File: src/rtl/vx_dispatch_pkg.sv
// Shared types for the dispatch launcher: slot table entry, launch FSM states and geometry.
// slot_t and SLOT_W are sized from the default geometry below.
package vx_dispatch_pkg;

  localparam int VX_NUM_CORES   = 4;
  localparam int VX_NC_WIDTH    = $clog2(VX_NUM_CORES);
  localparam int VX_NB_WIDTH    = 4;
  localparam int VX_MAX_PENDING = 4;
  localparam int SLOT_W         = $clog2(VX_MAX_PENDING);

  typedef struct packed {
    logic                   valid;
    logic [VX_NB_WIDTH-1:0] id;
    logic [VX_NC_WIDTH:0]   remaining;
    logic                   rsp_pend;
  } slot_t;

  typedef enum logic [0:0] {
    IDLE   = 1'b0,
    LAUNCH = 1'b1
  } launch_state_e;

endpackage

File: src/rtl/vx_dispatch_slot_table.sv
// Pending-block table: lowest-free allocation, per-slot completion counting from core dones,
// and a registered one-per-cycle completion response with lowest-slot priority.
module vx_dispatch_slot_table
  import vx_dispatch_pkg::*;
#(
  parameter int NUM_CORES   = VX_NUM_CORES,
  parameter int NC_WIDTH    = $clog2(NUM_CORES),
  parameter int NB_WIDTH    = VX_NB_WIDTH,
  parameter int MAX_PENDING = VX_MAX_PENDING
) (
  input  logic                          clk,
  input  logic                          reset,
  input  logic                          alloc_en,
  input  logic [NB_WIDTH-1:0]           alloc_id,
  input  logic [NC_WIDTH:0]             alloc_cnt,
  output logic                          free_avail,
  output logic [SLOT_W-1:0]             free_idx,
  input  logic [NUM_CORES-1:0]          done_mask,
  input  logic [NUM_CORES*SLOT_W-1:0]   owner_flat,
  output logic                          rsp_valid,
  output logic [NB_WIDTH-1:0]           rsp_id
);

  slot_t                slots    [MAX_PENDING];
  logic [NC_WIDTH:0]    dec_cnt  [MAX_PENDING];
  logic [NC_WIDTH:0]    rem_next [MAX_PENDING];
  logic [MAX_PENDING-1:0] done_now;
  logic                 win_valid;
  logic [SLOT_W-1:0]    win_idx;

  always_comb begin
    for (int s = 0; s < MAX_PENDING; s++) begin
      dec_cnt[s] = '0;
      for (int c = 0; c < NUM_CORES; c++) begin
        if (done_mask[c] && (owner_flat[c*SLOT_W +: SLOT_W] == SLOT_W'(s)))
          dec_cnt[s] = dec_cnt[s] + (NC_WIDTH+1)'(1);
      end
      rem_next[s] = slots[s].remaining - dec_cnt[s];
      done_now[s] = slots[s].valid && (dec_cnt[s] != '0) && (rem_next[s] == '0);
    end
  end

  // A slot whose last done arrives this cycle competes immediately, so an
  // uncontended response rises the cycle after that done.
  always_comb begin
    win_valid  = 1'b0;
    win_idx    = '0;
    free_avail = 1'b0;
    free_idx   = '0;
    for (int s = 0; s < MAX_PENDING; s++) begin
      if (!win_valid && slots[s].valid && (slots[s].rsp_pend || done_now[s])) begin
        win_valid = 1'b1;
        win_idx   = SLOT_W'(s);
      end
      if (!free_avail && !slots[s].valid) begin
        free_avail = 1'b1;
        free_idx   = SLOT_W'(s);
      end
    end
  end

  always_ff @(posedge clk or negedge reset) begin
    if (!reset) begin
      for (int s = 0; s < MAX_PENDING; s++) slots[s] <= '0;
      rsp_valid <= 1'b0;
      rsp_id    <= '0;
    end else begin
      for (int s = 0; s < MAX_PENDING; s++) begin
        if (slots[s].valid) begin
          slots[s].remaining <= rem_next[s];
          if (win_valid && (win_idx == SLOT_W'(s))) begin
            slots[s].valid    <= 1'b0;
            slots[s].rsp_pend <= 1'b0;
          end else if (done_now[s]) begin
            slots[s].rsp_pend <= 1'b1;
          end
        end
      end
      if (alloc_en) begin
        slots[free_idx].valid     <= 1'b1;
        slots[free_idx].id        <= alloc_id;
        slots[free_idx].remaining <= alloc_cnt;
        slots[free_idx].rsp_pend  <= 1'b0;
      end
      rsp_valid <= win_valid;
      rsp_id    <= win_valid ? slots[win_idx].id : '0;
    end
  end

endmodule

File: src/rtl/vx_dispatch_launcher.sv
// Cluster-level dispatch consumer: accepts one block request, launches it onto consecutive
// cores (wrapping), tracks per-core ownership and reports block completion.
module vx_dispatch_launcher
  import vx_dispatch_pkg::*;
#(
  parameter int NUM_CORES   = VX_NUM_CORES,
  parameter int NC_WIDTH    = $clog2(NUM_CORES),
  parameter int NB_WIDTH    = VX_NB_WIDTH,
  parameter int MAX_PENDING = VX_MAX_PENDING
) (
  input  logic                 clk,
  input  logic                 reset,
  input  logic                 req_valid,
  input  logic [NB_WIDTH-1:0]  req_id,
  input  logic [NC_WIDTH-1:0]  req_size_m1,
  input  logic [NC_WIDTH-1:0]  req_core_id,
  output logic                 req_ready,
  output logic                 rsp_valid,
  output logic [NB_WIDTH-1:0]  rsp_id,
  output logic [NUM_CORES-1:0] core_launch_valid,
  output logic [NB_WIDTH-1:0]  core_launch_id,
  input  logic [NUM_CORES-1:0] core_launch_ready,
  input  logic [NUM_CORES-1:0] core_done
);

  launch_state_e               state;
  logic                        running;
  logic [NC_WIDTH-1:0]         cur_core;
  logic [NC_WIDTH:0]           to_launch;
  logic [NB_WIDTH-1:0]         cur_id;
  logic [SLOT_W-1:0]           cur_slot;
  logic [NUM_CORES-1:0]        busy;
  logic [SLOT_W-1:0]           owner [NUM_CORES];
  logic [NUM_CORES*SLOT_W-1:0] owner_flat;
  logic                        free_avail;
  logic [SLOT_W-1:0]           free_idx;
  logic                        accept;
  logic                        fire;
  logic [NUM_CORES-1:0]        fire_mask;
  logic [NUM_CORES-1:0]        done_mask;

  // running keeps req_ready low while reset is held.
  assign req_ready         = running && (state == IDLE) && free_avail;
  assign accept            = req_valid && req_ready;
  assign fire              = (state == LAUNCH) && !busy[cur_core] && core_launch_ready[cur_core];
  assign fire_mask         = fire ? (NUM_CORES'(1) << cur_core) : '0;
  assign core_launch_valid = fire_mask;
  assign core_launch_id    = fire ? cur_id : '0;
  assign done_mask         = core_done & busy;

  always_comb begin
    owner_flat = '0;
    for (int c = 0; c < NUM_CORES; c++) owner_flat[c*SLOT_W +: SLOT_W] = owner[c];
  end

  always_ff @(posedge clk or negedge reset) begin
    if (!reset) begin
      state     <= IDLE;
      running   <= 1'b0;
      cur_core  <= '0;
      to_launch <= '0;
      cur_id    <= '0;
      cur_slot  <= '0;
    end else begin
      running <= 1'b1;
      case (state)
        IDLE: begin
          if (accept) begin
            cur_core  <= req_core_id;
            to_launch <= (NC_WIDTH+1)'(req_size_m1) + (NC_WIDTH+1)'(1);
            cur_id    <= req_id;
            cur_slot  <= free_idx;
            state     <= LAUNCH;
          end
        end
        LAUNCH: begin
          if (fire) begin
            cur_core  <= cur_core + NC_WIDTH'(1);
            to_launch <= to_launch - (NC_WIDTH+1)'(1);
            if (to_launch == (NC_WIDTH+1)'(1)) state <= IDLE;
          end
        end
        default: state <= IDLE;
      endcase
    end
  end

  // A launch never targets a busy core, so done and launch never collide on one bit.
  always_ff @(posedge clk or negedge reset) begin
    if (!reset) begin
      busy <= '0;
      for (int c = 0; c < NUM_CORES; c++) owner[c] <= '0;
    end else begin
      busy <= (busy & ~done_mask) | fire_mask;
      for (int c = 0; c < NUM_CORES; c++) begin
        if (fire_mask[c]) owner[c] <= cur_slot;
      end
    end
  end

  vx_dispatch_slot_table #(
    .NUM_CORES  (NUM_CORES),
    .NC_WIDTH   (NC_WIDTH),
    .NB_WIDTH   (NB_WIDTH),
    .MAX_PENDING(MAX_PENDING)
  ) u_slot_table (
    .clk       (clk),
    .reset     (reset),
    .alloc_en  (accept),
    .alloc_id  (req_id),
    .alloc_cnt ((NC_WIDTH+1)'(req_size_m1) + (NC_WIDTH+1)'(1)),
    .free_avail(free_avail),
    .free_idx  (free_idx),
    .done_mask (done_mask),
    .owner_flat(owner_flat),
    .rsp_valid (rsp_valid),
    .rsp_id    (rsp_id)
  );

endmodule
File: config.mk
export PLATFORM = sky130hd
export DESIGN_NAME = vx_dispatch_launcher
export DESIGN_NICKNAME = d
export VERILOG_FILES = /design/src/rtl/vx_dispatch_pkg.sv /design/src/rtl/vx_dispatch_slot_table.sv /design/src/rtl/vx_dispatch_launcher.sv
export SDC_FILE = /design/constraint.sdc
export NUM_CORES = 1
export LEC_CHECK = 0
export CAP_MARGIN = 30
export CORE_MARGIN = 2
export CORE_UTILIZATION = 60
export CTS_CLUSTER_SIZE = 8
export DETAILED_ROUTE_END_ITERATION = 6
export GPL_TIMING_DRIVEN = 1
export HOLD_SLACK_MARGIN = 0.03
export PLACE_DENSITY_LB_ADDON = 0.12
export SLEW_MARGIN = 10
export SYNTH_ARGS = -nofsm -noshare
export SYNTH_HDL_FRONTEND = slang
export SYNTH_SLANG_ARGS = --single-unit
File: constraint.sdc
create_clock -name clk -period 10.6 [get_ports clk]
set_input_delay 1.06 -clock clk [delete_from_list [all_inputs] [get_ports clk]]
set_output_delay 1.06 -clock clk [all_outputs]
set_load 0.01 [all_outputs]
==> flow_metrics.py <==
metrics = {
    "worst_setup_path": {
        "startpoint_type": "input pin",
        "required_ps": 10840,
        "crit_path_end_kind": "flip-flop",
        "path_max_fanout": 7,
        "r2r_cells": 14,
        "cp.arrival_ps": 5280,
        "crit_type": "in -> reg",
    },
    "clocking": {
        "post_cts_resized": 0,
        "worstSkewPairLatency_ps": 350,
        "cts_max_level": 3,
        "clockBufferDepth": 2,
        "cts_setup_buffers": 0,
        "cts.sink_count": 66,
        "clockRootBuffer": "clkbuf_8",
        "cts_tree": "yes",
        "ctsHoldBuffers": 0,
        "cts_buffers": 9,
        "path_clk_slew_ps": 80,
    },
    "route": {
        "wl_mm": 9.227,
        "drt_iter0_drc": 186,
        "ant_nets": 0,
        "wl_per_cell_um": 16.02,
        "drc": 0,
        "vias_per_cell": 5.755,
        "vias": 3315,
        "drtPass1Iterations": 4,
    },
    "status": {
        "status": "finished, final reports clean",
    },
    "power": {
        "p_sw_w": 0.0004299,
        "pwr-share-seq": 0.412,
        "power.leakage_nw": 2.219,
        "irDropWorstVdd_uv": 144.8,
        "p_sw_frac": 0.3916,
        "pwr-share-clk": 0.195,
        "p_per_area_nw_per_um2": 228.4,
        "p_int_w": 0.0006679,
        "power_frac_comb": 0.392,
    },
    "synth": {
        "yosysWarnings": 0,
        "syn_area_per_cell_um2": 9.515,
        "yosysUniqueCellTypes": 65,
        "synth_top_area_cell": "dfrtp_1",
        "synth_edf_count": 0,
        "synth_cells": 443,
        "ys_ff_latch": 66,
        "synth_top_area_share": 0.3918,
        "ys.flop_type": "dfrtp_1",
        "synth_fp_nets": 489,
        "synth.area.top_cells": "dfrtp_1 39%, ha_1 6.8%, mux2i_1 5.7%",
        "async_flop_share": 1.000,
        "yosysSeqAreaShare": 0.3918,
        "synth_area_um2": 4215,
    },
    "sta": {
        "rsz0062_at_grt": "no",
        "holdWs_ps": 476.8,
        "final.period_utilization": 0.4755,
        "fmax_ghz": 0.1984,
        "tightest_slew_ps": 920.3,
        "skew_ps": 11.25,
        "slew_headroom": 0.3787,
        "min_period_ps": 5040,
        "setup_violations": 0,
        "drv_slew": 0,
        "hold_viol": 0,
        "fin_tns_setup_ps": 0,
    },
    "die": {
        "pin_count": 33,
        "die_w_um": 87.82,
        "core_um2": 6794,
        "start_util": 0.6204,
        "die_y_um": 87.82,
        "dieArea_um2": 7712,
        "rows": 30,
    },
    "grt": {
        "grt_max_degree": 67,
        "grt_util_all_layers": 0.2635,
        "antenna_found_initial": 0,
        "grt_pass1_vias": 3326,
        "grt_pass1_wl_mm": 15.58,
        "grt_overflow": 0,
    },
    "final_layout": {
        "postLayoutCoreUtil": 0.7074,
        "area_delta_synth_final_pct": 14.01,
        "n_antenna_cell": 0,
        "nets": 521,
        "final_cell_mix": "66 x dfrtp_1, 57 x nand2_1, 45 x inv_1, 31 x clkdlybuf4s50_1, 30 x o21ai_0",
        "drive_above_1_share": 0.09583,
        "final_common_cell": "dfrtp_1",
    },
    "placed_design": {
        "dp_hpwl_mm": 7.000,
        "portBuffers": 32,
        "gp_congestion": 0.8480,
    },
    "hold_path": {
        "hold_depth": 2,
        "hold_class": "reg -> reg",
    },
    "run": {
        "max_cap_violations": 0,
    },
}
cell usage after synthesis, types with 4 or more instances:
cell type	number
dfrtp_1	66
mux2i_1	24
nand2b_1	6
a21oi_1	6
nor3_1	5
nand2_1	57
a21o_1	4
nand3_1	5
clkbuf_1	7
o211ai_1	4
a2111oi_1	4
xor2_1	5
o21ai_1	4
xnor2_1	9
buf_2	5
and3_1	5
mux2_2	19
or3_1	4
nor2b_1	4
fa_1	4
o21ai_0	30
ha_1	23
a21boi_0	5
nand4_1	4
and2_1	10
nor2_1	20
a211oi_1	8
inv_1	45
kinds of logic (layout without fill, tap and decap cells):
group,count (synthesis),in the layout,synth area share
adder cells (fa/ha/maj),27,27,0.08727
AO/OA/AOI/OAI,89,89,0.1478
other,1,1,0.0008896
flip-flops,66,66,0.3918
XOR/XNOR,14,14,0.02909
buffers and inverters,60,97,0.05699
multiplexers,43,43,0.1077
AND/OR/NAND/NOR,143,143,0.1784
final timing paths:
path,from,slack [ps],to
worst max-delay path,core_done[0],5560,u_slot_table.rsp_id[2]$_DFF_PN0_
worst min-delay path,cur_id[3]$_DFFE_PN0P_,480,cur_id[3]$_DFFE_PN0P_
worst max register to register,busy[0]$_DFF_PN0_,6360,u_slot_table.rsp_id[2]$_DFF_PN0_
worst min register to register,cur_id[3]$_DFFE_PN0P_,480,cur_id[3]$_DFFE_PN0P_
max in group asynchronous,reset,9150,to_launch[1]$_DFFE_PN0P_
min in group asynchronous,reset,870,cur_core[1]$_DFFE_PN0P_
routing by layer:
metal | vias up | track usage | share of wire
met5 | - | 0 | 0
met3 | 24 | 0.04241 | 0.030
met1 | 1598 | 0.3421 | 0.46
met2 | 78 | 0.4346 | 0.48
li1 | 1615 | - | -
met4 | 0 | 0.1217 | 0.035
cell type report:
class,count,area [um2]
repair buffers,35,337.8
inverters,46,172.7
multi-input cells,317,2323
clock inverters,7,76.32
fillers,549,1988
flip-flops and latches,66,1652
well taps,96,120.1
clock buffers,9,123.9
power by group through the flow:
stage          registers [W]  logic, W  clock network (W)
6_report            0.000453  0.000431           0.000215
5_1_grt             0.000467  0.000487           0.000230
4_1_cts             0.000450  0.000433           0.000219
3_3_place_gp        0.000451  0.000411                  0
2_1_floorplan       0.000405  0.000346                  0
3_5_place_dp        0.000455  0.000429                  0
metrics by stage:
step	instances	total power (W)	setup WS (ps)	area [um2]
final	576	0.001098	5560	4806
after global routing	576	0.001184	5259	4806
after CTS	576	0.001102	5593	4806
after detailed placement	560	0.0008834	5271	4606
after global placement	560	0.0008616	5370	4606
after floorplan	443	0.0007513	6131	4215
critical path, stage by stage:
cell	delay, ps
clkdlybuf4s50_1	510
nand2_1	90
nor2_1	90
nand2_1	120
ha_1	400
xnor2_1	270
ha_1	310
mux2i_1	250
fa_1	490
nor2_1	150
o2111ai_1	150
o311ai_0	830
a21boi_0	260
a211oi_1	210
o21ai_1	90
Note: power is estimated with default switching activity, not from simulation.
